--- src/rtl/rx_ds_char_decoder.sv ---
// DS receive character decoder: assembles header/payload bit-pairs into N-chars and L-chars,
// with optional ESC decoding. Define RX_DS_CHAR_PARITY_EN to enable odd-parity checking.
module rx_ds_char_decoder #(
  parameter int DATA_BITS  = 8,
  parameter int ESC_DECODE = 1
) (
  input  logic                 rxClk,
  input  logic                 rxReset,
  input  logic [1:0]           d,
  input  logic                 dValid,
  output logic [DATA_BITS-1:0] q,
  output logic                 nchar,
  output logic                 lchar,
  output logic                 nullChar,
  output logic                 tick,
  output logic                 parityError,
  output logic                 escError
);

  localparam int NPAIRS = DATA_BITS / 2;
  localparam int CW     = (NPAIRS > 1) ? $clog2(NPAIRS) : 1;
  localparam logic [CW-1:0] LAST_PAIR = CW'(NPAIRS - 1);

  typedef enum logic [1:0] {S_HDR, S_NDATA, S_LDATA, S_HALT} state_e;

  state_e               state_q, state_d;
  logic [CW-1:0]        cnt_q, cnt_d;
  logic [DATA_BITS-1:0] shift_q, shift_d;
  logic [DATA_BITS-1:0] q_q, q_d;
  logic [DATA_BITS-1:0] word;
  logic                 esc_pend_q, esc_pend_d;
  logic                 nchar_q, nchar_d, lchar_q, lchar_d;
  logic                 null_q, null_d, tick_q, tick_d;
  logic                 perr_q, perr_d, eerr_q, eerr_d;
  logic                 par_bad, esc_bad;

`ifdef RX_DS_CHAR_PARITY_EN
  // Running parity of the current char's payload; it still holds the previous
  // char's bits when the next header arrives, which is exactly what P covers.
  logic par_acc_q;

  always_ff @(posedge rxClk) begin
    if (rxReset) begin
      par_acc_q <= 1'b0;
    end else if (dValid) begin
      case (state_q)
        S_HDR:            par_acc_q <= 1'b0;
        S_NDATA, S_LDATA: par_acc_q <= par_acc_q ^ d[1] ^ d[0];
        default:          par_acc_q <= par_acc_q;
      endcase
    end
  end

  assign par_bad = dValid && (state_q == S_HDR) && !(par_acc_q ^ d[1] ^ d[0]);
`else
  assign par_bad = 1'b0;
`endif

  assign esc_bad = (ESC_DECODE != 0) && esc_pend_q && dValid &&
                   (state_q == S_LDATA) && (d != 2'b00);

  always_ff @(posedge rxClk) begin
    // NOTE: non-blocking assignments keep every register sampling pre-edge values.
    if (rxReset) begin
      state_q    <= S_HDR;
      cnt_q      <= '0;
      shift_q    <= '0;
      q_q        <= '0;
      esc_pend_q <= 1'b0;
      nchar_q    <= 1'b0;
      lchar_q    <= 1'b0;
      null_q     <= 1'b0;
      tick_q     <= 1'b0;
      perr_q     <= 1'b0;
      eerr_q     <= 1'b0;
    end else begin
      state_q    <= state_d;
      cnt_q      <= cnt_d;
      shift_q    <= shift_d;
      q_q        <= q_d;
      esc_pend_q <= esc_pend_d;
      nchar_q    <= nchar_d;
      lchar_q    <= lchar_d;
      null_q     <= null_d;
      tick_q     <= tick_d;
      perr_q     <= perr_d;
      eerr_q     <= eerr_d;
    end
  end

  always_comb begin
    // NOTE: default first so no path leaves state_d unassigned (no latch).
    state_d = state_q;
    if (dValid) begin
      case (state_q)
        S_HDR:   state_d = par_bad ? S_HALT : (d[1] ? S_LDATA : S_NDATA);
        S_NDATA: if (cnt_q == LAST_PAIR) state_d = S_HDR;
        S_LDATA: state_d = esc_bad ? S_HALT : S_HDR;
        default: state_d = S_HALT;
      endcase
    end
  end

  always_comb begin
    cnt_d      = cnt_q;
    shift_d    = shift_q;
    q_d        = q_q;
    esc_pend_d = esc_pend_q;
    nchar_d    = 1'b0;
    lchar_d    = 1'b0;
    null_d     = 1'b0;
    tick_d     = 1'b0;
    perr_d     = perr_q | par_bad;
    eerr_d     = eerr_q | esc_bad;
    word       = shift_q;
    word[{cnt_q, 1'b0} +: 2] = d;

    if (dValid) begin
      case (state_q)
        S_HDR: cnt_d = '0;
        S_NDATA: begin
          shift_d = word;
          cnt_d   = cnt_q + 1'b1;
          if (cnt_q == LAST_PAIR) begin
            q_d        = word;
            esc_pend_d = 1'b0;
            if ((ESC_DECODE != 0) && esc_pend_q) tick_d  = 1'b1;
            else                                 nchar_d = 1'b1;
          end
        end
        S_LDATA: begin
          esc_pend_d = 1'b0;
          if ((ESC_DECODE != 0) && esc_pend_q) begin
            null_d = (d == 2'b00);
          end else if ((ESC_DECODE != 0) && (d == 2'b11)) begin
            esc_pend_d = 1'b1;
          end else begin
            lchar_d  = 1'b1;
            q_d      = '0;
            q_d[1:0] = d;
          end
        end
        default: ;
      endcase
    end
  end

  assign q           = q_q;
  assign nchar       = nchar_q;
  assign lchar       = lchar_q;
  assign nullChar    = null_q;
  assign tick        = tick_q;
  assign parityError = perr_q;
  assign escError    = eerr_q;

endmodule
--- config.mk ---
export PLATFORM = sky130hd
export DESIGN_NAME = rx_ds_char_decoder
export DESIGN_NICKNAME = d
export VERILOG_FILES = /design/src/rtl/rx_ds_char_decoder.sv
export SDC_FILE = /design/constraint.sdc
export NUM_CORES = 1
export LEC_CHECK = 0
export BUFFER_PORTS_ARGS = -buffer_cell sky130_fd_sc_hd__buf_2
export CAP_MARGIN = 10
export CORE_MARGIN = 1
export CORE_UTILIZATION = 55
export CTS_CLUSTER_SIZE = 10
export DETAILED_ROUTE_END_ITERATION = 10
export PLACE_DENSITY = 0.87
export SETUP_SLACK_MARGIN = 0.1
export SYNTH_ARGS = -nofsm -noshare
export SYNTH_HDL_FRONTEND = slang
export SYNTH_SLANG_ARGS = --single-unit
--- constraint.sdc ---
create_clock -name rxClk -period 2.09 [get_ports rxClk]
set_clock_uncertainty 0.15 [all_clocks]
set_input_delay 0.209 -clock rxClk [delete_from_list [all_inputs] [get_ports rxClk]]
set_output_delay 0.209 -clock rxClk [all_outputs]
set_load 0.01 [all_outputs]
# ---- Word level (Yosys, flattened, before mapping)
# Index checks and enable logic that the tools add are counted.
dict set report word_totals {
  latch_bits 0
  reg_bits 26
  elab_cells 60
  out_inout_bits 14
  inputBits 5
  mem_count 0
  mem_bits_ro 0
  mem_bits_rw 0
}
dict set report classes {
  addsub 2
  shift 2
  n_reduce_logical 16
  n_mux 17
  n_bitwise 6
  n_lt_le_gt_ge 0
  div_mod_pow 0
  eq_ne 7
  n_mul 0
}
# operator count
set ops {}
lappend ops {{two-way mux 8 bit} 3}
lappend ops {{one-hot mux 8 bit (2 select lines)} 1}
lappend ops {{OR reduction 4 bit} 3}
lappend ops {{bitwise mux 8 bit} 1}
lappend ops {{variable shift 2 x 5 -> 8 bit (first input constant)} 1}
lappend ops {{indexed part select 2 x 5 -> 8 bit} 1}
lappend ops {{== test 2 bit (second input constant)} 3}
lappend ops {{two-way mux 1 bit} 6}
lappend ops {{two-way mux 2 bit} 3}
lappend ops {{!= test 2 bit (second input constant)} 3}
lappend ops {{one-hot mux 2 bit (3 select lines)} 1}
lappend ops {{AND reduction 2 bit} 3}
lappend ops {{nonzero test 2 bit} 3}
lappend ops {{negation 3 -> 5 bit} 1}
lappend ops {{NOT 1 bit} 5}
lappend ops {{AND reduction 5 bit} 1}
lappend ops {{zero test 2 bit} 2}
lappend ops {{one-hot mux 2 bit (2 select lines)} 1}
lappend ops {{logical AND 1 bit} 3}
lappend ops {{AND reduction 3 bit} 1}
lappend ops {{adder 2 x 1 -> 2 bit (second input constant)} 1}
lappend ops {{== test 2 x 1 -> 1 bit (second input constant)} 1}
lappend ops {{one-hot mux 1 bit (2 select lines)} 1}
lappend ops {{bitwise OR 1 bit} 1}

# ---- Depth between registers and ports, before layout
# Gate-level depths: netlist of the first run.
dict set report logic_depth {
  ltp_word 5
  ltp_mapped 5
  depth_no_buf 5
}

# ---- Least setup slack after synthesis of the first run
# Ideal clock, no wire load.
dict set report synth_path {
  kind {register to register}
  from {register cnt_q[0]}
  to {register q_q[4], in the netlist q[4]}
  synth_period_minus_slack_ns 1.767
  path_buffers 0
  slack_ns 0.323
  stages_incl_launch_ff 6
  setup_ns 0.132
  arrival_time_ns 1.486
  t_required_ns 1.808
  path_cell_list {dfxtp_1 inv_1 ha_1 and4bb_2 a211oi_1 a211oi_1}
}
dict set report synth_via {
  elab_chain_len 5
  word_cells_on_any_way 9
  classes_between {add/sub (1); eq/ne (2); shift (2); mux (3); reduce/logical (1)}
}
# item line_no
set synth_lines {}
lappend synth_lines {{from (decl)} 27} ;# logic [CW-1:0] cnt_q, cnt_d;
lappend synth_lines {{from (signal assigned)} 78} ;# cnt_q <= cnt_d;
lappend synth_lines {{negation 3 -> 5 bit} 116} ;# word[{cnt_q, 1'b0} +: 2] = d;
lappend synth_lines {{indexed part select 2 x 5 -> 8 bit or variable shift 2 x 5 -> 8 bit (tied branches)} 116}
lappend synth_lines {{bitwise mux 8 bit} 116}
lappend synth_lines {{two-way mux 8 bit} 124} ;# if (cnt_q == LAST_PAIR) begin
lappend synth_lines {{one-hot mux 8 bit (2 select lines)} 119} ;# case (state_q)
lappend synth_lines {{to (signal assigned)} 80} ;# q_q <= q_d;
lappend synth_lines {{to (decl)} 29} ;# logic [DATA_BITS-1:0] q_q, q_d;
# Parallel ways exist; a longest one is shown, timed or not. The select of a mux whose other input is x is not followed.
# A chain may end at the register's enable or synchronous reset.

# ---- Worst setup path after layout of the first run
dict set report layout_path {
  from {register cnt_q[0]}
  to {register q_q[5], in the netlist q[5]}
}
# Same word-level chain as after synthesis.

==> flow_summary.toml, run 1 <==
[sta]
postLayoutSetupSlackWorst_ns = 0.259
finalSetupViolations = 0
final.min_clock_period_ns = 1.83
grt_setup_unrepaired = "no"
final-max-slew-violation-count = 0
count_of_endpoints_failing_hold_in_the_final_timing_report = 0
final_min_period_over_clock_period = 0.876
setup-tns-final_ns = 0
worst_pin_slew_ns = 0.506
maxSlewHeadroom = 0.662
fmaxAchievable_mhz = 546

[critical_path]
setup.worst_path.class = "register to register"
critical_path_required_ns = 2.17
max_stage_delay_ns = 0.43
path_cells = "inv_1 -> ha_2 -> and4bb_2 -> nand2_1 -> a221oi_1"
category_of_the_worst_setup_path_launch_point = "register"
path_max_fanout = 12
cp-end-kind = "register"
timing.critical_path.arrival_ns = 1.92
reg2reg_setup_slack_ns = 0.26
timing.critical_path.slowest_stage_cell = "sky130_fd_sc_hd__dfxtp_4"

[clock_tree]
clock_insertion_delay_worst_skew_ns = 0.33
max-clock-path-buffers = 2
tritoncts.num_buffers = 3
clock_tree_from_tritoncts = "yes"
clk_root_buffer_cell = "sky130_fd_sc_hd__clkbuf_4"
cts.htree.levels = 1
cts_setup_buffers = 0
clk_pin_slew_worst_paths_ns = 0.14
cts.sinks = 24

[power_and_ir_drop]
power_per_cell_area_nw_per_um2 = 652
power.ir.vdd_worst_mv = 0.394
cellLeakagePower_nw = 0.607

[synthesis]
synth.lib_cells_used.distinct = 39
synth.avg_cell_area_sq_um = 9.15
ys_seq_elements = 24
synth_top_cells_by_area = "sky130_fd_sc_hd__dfxtp_1 (38%), sky130_fd_sc_hd__mux2i_1 (6.3%), sky130_fd_sc_hd__ha_1 (4.9%)"
sequential_cell_area_fraction_in_the_yosys_report = 0.378
largest_area_contributor_in_the_synthesized_netlist = "sky130_fd_sc_hd__dfxtp_1"
post_synth_net_total = 149
netlist_area_sq_um = 1270
yosys_warnings = 0
synthesized_instance_count = 139
post-synth-top-area-fraction = 0.378

[cells_and_area]
final_common_cell = "sky130_fd_sc_hd__dfxtp_1"
flow.area_growth_from_synthesis_pct = 9.93
mostFrequentLayoutCells = "sky130_fd_sc_hd__dfxtp_1 (23), sky130_fd_sc_hd__buf_2 (17), sky130_fd_sc_hd__a21oi_1 (10), sky130_fd_sc_hd__nor2_1 (9), sky130_fd_sc_hd__mux2i_1 (8)"
drive_above_1_share = 0.193
finalNetCount = 161
postLayoutCellArea_sq_um = 1400
number_of_antenna_repair_diodes = 0
fillCellCount = 169

[floorplanning]
pin_count = 19
core_area_sq_um = 2190
die-width_um = 50.1
die_area_sq_um = 2510
floorplan.rows = 17
dieHeight_um = 50.1
starting_density = 0.581

[route]
vias = 1085
post_drt_wl_per_cell_um = 15.6
drc = 0
drt.antenna.violating_nets = 0
detail_route.wirelength_um = 2780
iteration_0_drc_count_of_the_detailed_router = 23
avgViaCountPerCell = 6.10
detail_route.first_pass.iterations = 4

[grt]
number_of_antenna_violations_at_the_first_check_in_global_routing = 0
globalRouteOverflowTotal = 0
grt_first_pass_wirelength_um = 4520
grt_util_all_layers = 0.239
number_of_global_route_vias_before_repair = 995
grt_start_max_net_pins = 23

[min_path]
min-delay-path-class = "primary input to register"

[status]
result_of_the_run = "finished, final reports clean"

[placed_design]
dpl_wire_length_um = 1870
port-buffer-count = 17
post_dp_cell_area_sq_um = 1340
place.gp.congestion = 0.769
pre_cts_ws_ns = 0.0708

[flow_run]
cap_viol_max_count = 0
## critical path, delay by kind of cell (launching register included)
kind,cells,cell delay [ns]
DFF,1,0.43
adders and majority gates,1,0.41
and+or+nand+nor,2,0.31
AOI/OAI and AO/OA,1,0.31
buffers and inverters,1,0.12
## layer usage
metal	share of wire	global-route usage	vias up
met1	0.46	0.315	507
met5	0	0	-
met2	0.48	0.389	42
met4	0.020	0.100	0
met3	0.043	0.0278	7
li1	-	-	529
## per-stage QoR
stage	hold WS, ns	utilization	std cells	power (W)
6_report	0.0619	0.638	178	0.000912
5_1_grt	0.0502	0.638	178	0.000943
4_1_cts	0.0453	0.636	178	0.000914
3_5_place_dp	0.314	0.612	174	0.000577
3_3_place_gp	0.293	0.612	174	0.000574
2_1_floorplan	0.137	-	139	0.000557
## final cells by class
class                           instances  area, sq um  area share
Clock buffer                            3         22.5      0.0161
Clock inverter                          1         30.0      0.0215
Inverter                                6         22.5      0.0161
Multi-Input combinational cell         98          712       0.509
Sequential cell                        24          484       0.346
Tap cell                               28         35.0      0.0250
Timing Repair Buffer                   18         92.6      0.0662
## flip-flops by register name, summed over array words and instances (netlist names)
| signal | flops |
|---|---|
| q | 8 |
| shift_q | 6 |
| cnt_q | 2 |
| state_q | 2 |
| escError | 1 |
| esc_pend_q | 1 |
| lchar | 1 |
| nchar | 1 |
| nullChar | 1 |
| tick | 1 |
## power by group
part	switching, W	total, W	internal [W]
registers	0.0000149	0.000479	0.000465
logic	0.0000517	0.0000901	0.0000384
clock network	0.000148	0.000343	0.000194
## Yosys cell counts
cell and count:
sky130_fd_sc_hd__clkbuf_1 2, sky130_fd_sc_hd__dfxtp_1 24, sky130_fd_sc_hd__and4bb_2 3, sky130_fd_sc_hd__o21a_1 1
sky130_fd_sc_hd__and2_1 1, sky130_fd_sc_hd__and3b_1 2, sky130_fd_sc_hd__nor3b_1 1, sky130_fd_sc_hd__a31oi_1 1
sky130_fd_sc_hd__nand4b_2 1, sky130_fd_sc_hd__o211ai_1 2, sky130_fd_sc_hd__o21ai_1 1, sky130_fd_sc_hd__a21boi_0 1
sky130_fd_sc_hd__o221a_2 1, sky130_fd_sc_hd__nand4bb_1 1, sky130_fd_sc_hd__inv_1 6, sky130_fd_sc_hd__conb_1 1
sky130_fd_sc_hd__nand2_1 7, sky130_fd_sc_hd__a221oi_1 3, sky130_fd_sc_hd__a211oi_1 6, sky130_fd_sc_hd__nor3_1 1
sky130_fd_sc_hd__nand3_1 4, sky130_fd_sc_hd__nor2_1 9, sky130_fd_sc_hd__mux2i_1 8, sky130_fd_sc_hd__nor2b_1 4
sky130_fd_sc_hd__nand2b_1 1, sky130_fd_sc_hd__a311oi_1 2, sky130_fd_sc_hd__clkbuf_2 1, sky130_fd_sc_hd__and2b_1 1
sky130_fd_sc_hd__and4b_1 3, sky130_fd_sc_hd__nor4bb_1 3, sky130_fd_sc_hd__nand3b_1 1, sky130_fd_sc_hd__nor4_1 2
sky130_fd_sc_hd__buf_2 5, sky130_fd_sc_hd__ha_1 5, sky130_fd_sc_hd__o21ai_0 6, sky130_fd_sc_hd__buf_4 3
sky130_fd_sc_hd__or2b_1 1, sky130_fd_sc_hd__a21oi_1 10, sky130_fd_sc_hd__nand4b_1 4
## worst paths after layout
path                            startpoint       end  depth (start not counted)
worst max-delay path              cnt_q[0]      q[5]                          5
worst min register to register    escError  escError                          2
worst min-delay path                  d[1]  nullChar                          2
worst max register to register    cnt_q[0]      q[5]                          5
## kinds of logic after synthesis
family	count (synthesis)	synth area share
AOI/OAI and AO/OA	34	0.174
adders and majority gates	5	0.0492
buffers and inverters	17	0.0649
DFF	24	0.378
muxes	8	0.0629
other	1	0.00295
and+or+nand+nor	50	0.268
## what timing repair did
action,4_1_cts,5_1_grt
hold buffers,0,0
setup endpoints to repair,5,2
hold endpoints to repair,0,0
gates cloned,0,0
resized for setup,1,2
Power figures use the tool's default switching activity.
==> run 2: changes to the inputs <==
--- a/config.mk
+++ b/config.mk
@@ -5,6 +5,7 @@
 export SDC_FILE = /design/constraint.sdc
 export NUM_CORES = 1
 export LEC_CHECK = 0
+export ABC_AREA = 1
 export BUFFER_PORTS_ARGS = -buffer_cell sky130_fd_sc_hd__buf_2
 export CAP_MARGIN = 10
 export CORE_MARGIN = 1
==> flow_summary.toml, run 2 <==
[status]
result_of_the_run = "finished, final reports clean"

[power_and_ir_drop]
internal_power_w = 0.000664
share_seq_of_total_power = 0.575
power_per_cell_area_nw_per_um2 = 650
power_switching_w = 0.000287
switching_share = 0.302
power.share.combinational = 0.205
power.ir.vdd_worst_mv = 0.380
cellLeakagePower_nw = 0.744
power_frac_clock = 0.219

[sta]
worst_hold_slack_ns = 0.0930
final-max-slew-violation-count = 0
fmaxAchievable_mhz = 555
grt_setup_unrepaired = "no"
finalSetupViolations = 0
final_min_period_over_clock_period = 0.862
count_of_endpoints_failing_hold_in_the_final_timing_report = 0
setup-tns-final_ns = 0
final.min_clock_period_ns = 1.80

[cells_and_area]
number_of_antenna_repair_diodes = 0
finalNetCount = 225
drive_above_1_share = 0.136
finish.utilization = 0.649
mostFrequentLayoutCells = "sky130_fd_sc_hd__nand2_1 (52), sky130_fd_sc_hd__inv_1 (27), sky130_fd_sc_hd__dfxtp_1 (26), sky130_fd_sc_hd__nor2_1 (23), sky130_fd_sc_hd__buf_2 (17)"
flow.area_growth_from_synthesis_pct = 8.23
final_common_cell = "sky130_fd_sc_hd__nand2_1"
final_cell_count_no_fill = 241

[critical_path]
max_stage_delay_ns = 0.42
worst_setup_path_endpoint = "q[5]"
path_cells = "inv_1 -> ha_2 -> nand2_1 -> o21ai_0 -> nand2_1 -> nand2_1 -> nand2_1 -> nor2_1"
critical_path_required_ns = 2.21
critical_path.startpoint = "cnt_q[0]"
worstReg2RegStart = "cnt_q[0]"
path_max_fanout = 9
critical_path.most_common_cell = "sky130_fd_sc_hd__nand2_1"
timing.critical_path.arrival_ns = 1.92
critical_path_cell_count = 8
cp-end-kind = "register"
worst-r2r-cell-count = 8
reg2reg_setup_slack_ns = 0.29
worst_reg2reg_endpoint = "q[5]"
category_of_the_worst_setup_path_launch_point = "register"
setup.worst_path.class = "register to register"
timing.critical_path.slowest_stage_cell = "sky130_fd_sc_hd__dfxtp_1"
category_of_cells_accounting_for_the_largest_share_of_critical_path_delay = "flip-flops"
cp.buffers_inverters = 1

[floorplanning]
floorplan.rows = 17
starting_density = 0.600
die-width_um = 51.6
core_area_sq_um = 2250
dieHeight_um = 51.6
pin_count = 19
die_area_sq_um = 2660

[grt]
number_of_global_route_vias_before_repair = 1042
grt_util_all_layers = 0.226
number_of_antenna_violations_at_the_first_check_in_global_routing = 0
grt_first_pass_wirelength_um = 4550
globalRouteOverflowTotal = 0
grt_start_max_net_pins = 15

[synthesis]
dominantRegCellSynth = "sky130_fd_sc_hd__dfxtp_1"
synth_top_cells_by_area = "sky130_fd_sc_hd__dfxtp_1 (38%), sky130_fd_sc_hd__nand2_1 (14%), sky130_fd_sc_hd__inv_1 (7.5%)"
largest_area_contributor_in_the_synthesized_netlist = "sky130_fd_sc_hd__dfxtp_1"
synthTopCellsByCount = "sky130_fd_sc_hd__nand2_1 (52), sky130_fd_sc_hd__inv_1 (27), sky130_fd_sc_hd__dfxtp_1 (26)"
synthesized_instance_count = 197
yosys_warnings = 0
post_synth_net_total = 207
synth.avg_cell_area_sq_um = 6.87
netlist_area_sq_um = 1350
sequential_cell_area_fraction_in_the_yosys_report = 0.385
synth-edff-count = 0
synth.most_common_cell = "sky130_fd_sc_hd__nand2_1"
post-synth-top-area-fraction = 0.385
synth.lib_cells_used.distinct = 23
synthArstFlopShare = 0
ys_seq_elements = 26

[clock_tree]
clk_root_buffer_cell = "sky130_fd_sc_hd__clkbuf_4"
max-clock-path-buffers = 2
cts.htree.levels = 1
clk_pin_slew_worst_paths_ns = 0.13
cts_setup_buffers = 0
tritoncts.num_buffers = 3
cts.sinks = 26
clock_insertion_delay_worst_skew_ns = 0.32
clock_tree_from_tritoncts = "yes"

[route]
highest-signal-layer = "met4"
detail_route.wirelength_um = 2590
routed-wl-met2_um = 1180
detail_route.first_pass.iterations = 4
post_drt_wl_per_cell_um = 10.7
iteration_0_drc_count_of_the_detailed_router = 54
drt.antenna.violating_nets = 0
vias = 1229
drc = 0
routed-wl-met3_um = 136
met1Wirelength_um = 1250
avgViaCountPerCell = 5.10

[flow_run]
cap_viol_max_count = 0

[min_path]
min-delay-path-class = "primary input to register"

[placed_design]
place.gp.congestion = 0.840
port-buffer-count = 17
dpl_wire_length_um = 1910
place.detailed.instances = 237
## run 2: changes by cell type after synthesis, moves of 5 or more
| cell | before | now |
|---|---|---|
| sky130_fd_sc_hd__nand2_1 | 7 | 52 |
| sky130_fd_sc_hd__inv_1 | 6 | 27 |
| sky130_fd_sc_hd__nor2_1 | 9 | 23 |
| sky130_fd_sc_hd__o21ai_0 | 6 | 15 |
| sky130_fd_sc_hd__mux2i_1 | 8 | 0 |
| sky130_fd_sc_hd__nand3_1 | 4 | 12 |
| sky130_fd_sc_hd__a211oi_1 | 6 | 0 |
| sky130_fd_sc_hd__o21a_1 | 1 | 6 |
## run 2: what timing repair did
| item | in CTS | in global routing |
|---|---|---|
| endpoints found under the hold margin | 2 | 0 |
| endpoints found under the setup margin | 0 | 2 |
| gates resized for setup | 0 | 3 |
| hold buffers | 1 | 0 |
## run 2: worst min path at each step
stage	from	to	slack [ns]	cells past startpoint
after detailed placement	rxReset	cnt_q[1]	0.27	2
after global placement	rxReset	cnt_q[1]	0.27	2
final	dValid	state_q[0]	0.09	3
after global routing	dValid	lchar	0.11	3
after floorplan	rxReset	cnt_q[1]	0.13	1
after CTS	dValid	state_q[0]	0.07	3
## run 2: power by group through the flow
stage / Sequential, W / Clock (W) / Combinational, W
finish: 0.000547 / 0.000209 / 0.000195
global route: 0.000552 / 0.000236 / 0.000227
CTS: 0.000548 / 0.000218 / 0.000194
detailed placement: 0.000558 / 0 / 0.000192
global placement: 0.000558 / 0 / 0.000190
floorplan: 0.000563 / 0 / 0.000146
## run 2: stage by stage
stage          setup slack, ns  total power [W]  cell area, sq um
3_5_place_dp             0.339         0.000750              1430
6_report                 0.288         0.000951              1460
5_1_grt                  0.142          0.00102              1460
2_1_floorplan            0.518         0.000709              1350
4_1_cts                  0.280         0.000960              1460
3_3_place_gp             0.331         0.000748              1430
## run 2: tightest hold or removal path, cell delays in order
cell and delay (ns):
sky130_fd_sc_hd__buf_2 0.14, sky130_fd_sc_hd__o21ai_0 0.09, sky130_fd_sc_hd__nor2_1 0.09
## run 2: cells by family after synthesis
kind of cell | Yosys count | synth area share
simple gates | 96 | 0.300
buf+inv | 37 | 0.124
compound gates | 32 | 0.142
flops | 26 | 0.385
fa+ha+maj | 5 | 0.0463
other cells | 1 | 0.00277
## run 2: per-layer routing
metal / vias up / GRT usage
met5: - / 0
met4: 0 / 0.0676
met3: 4 / 0.0351
met2: 29 / 0.368
met1: 542 / 0.307
li1: 654 / -
## run 2: layout make-up
class / instances / area (sq um)
Sequential cell: 26 / 520
Clock buffer: 3 / 22.5
Multi-Input combinational cell: 134 / 667
Tap cell: 28 / 35.0
Inverter: 31 / 116
Fill cell: 230 / 791
Timing Repair Buffer: 19 / 103
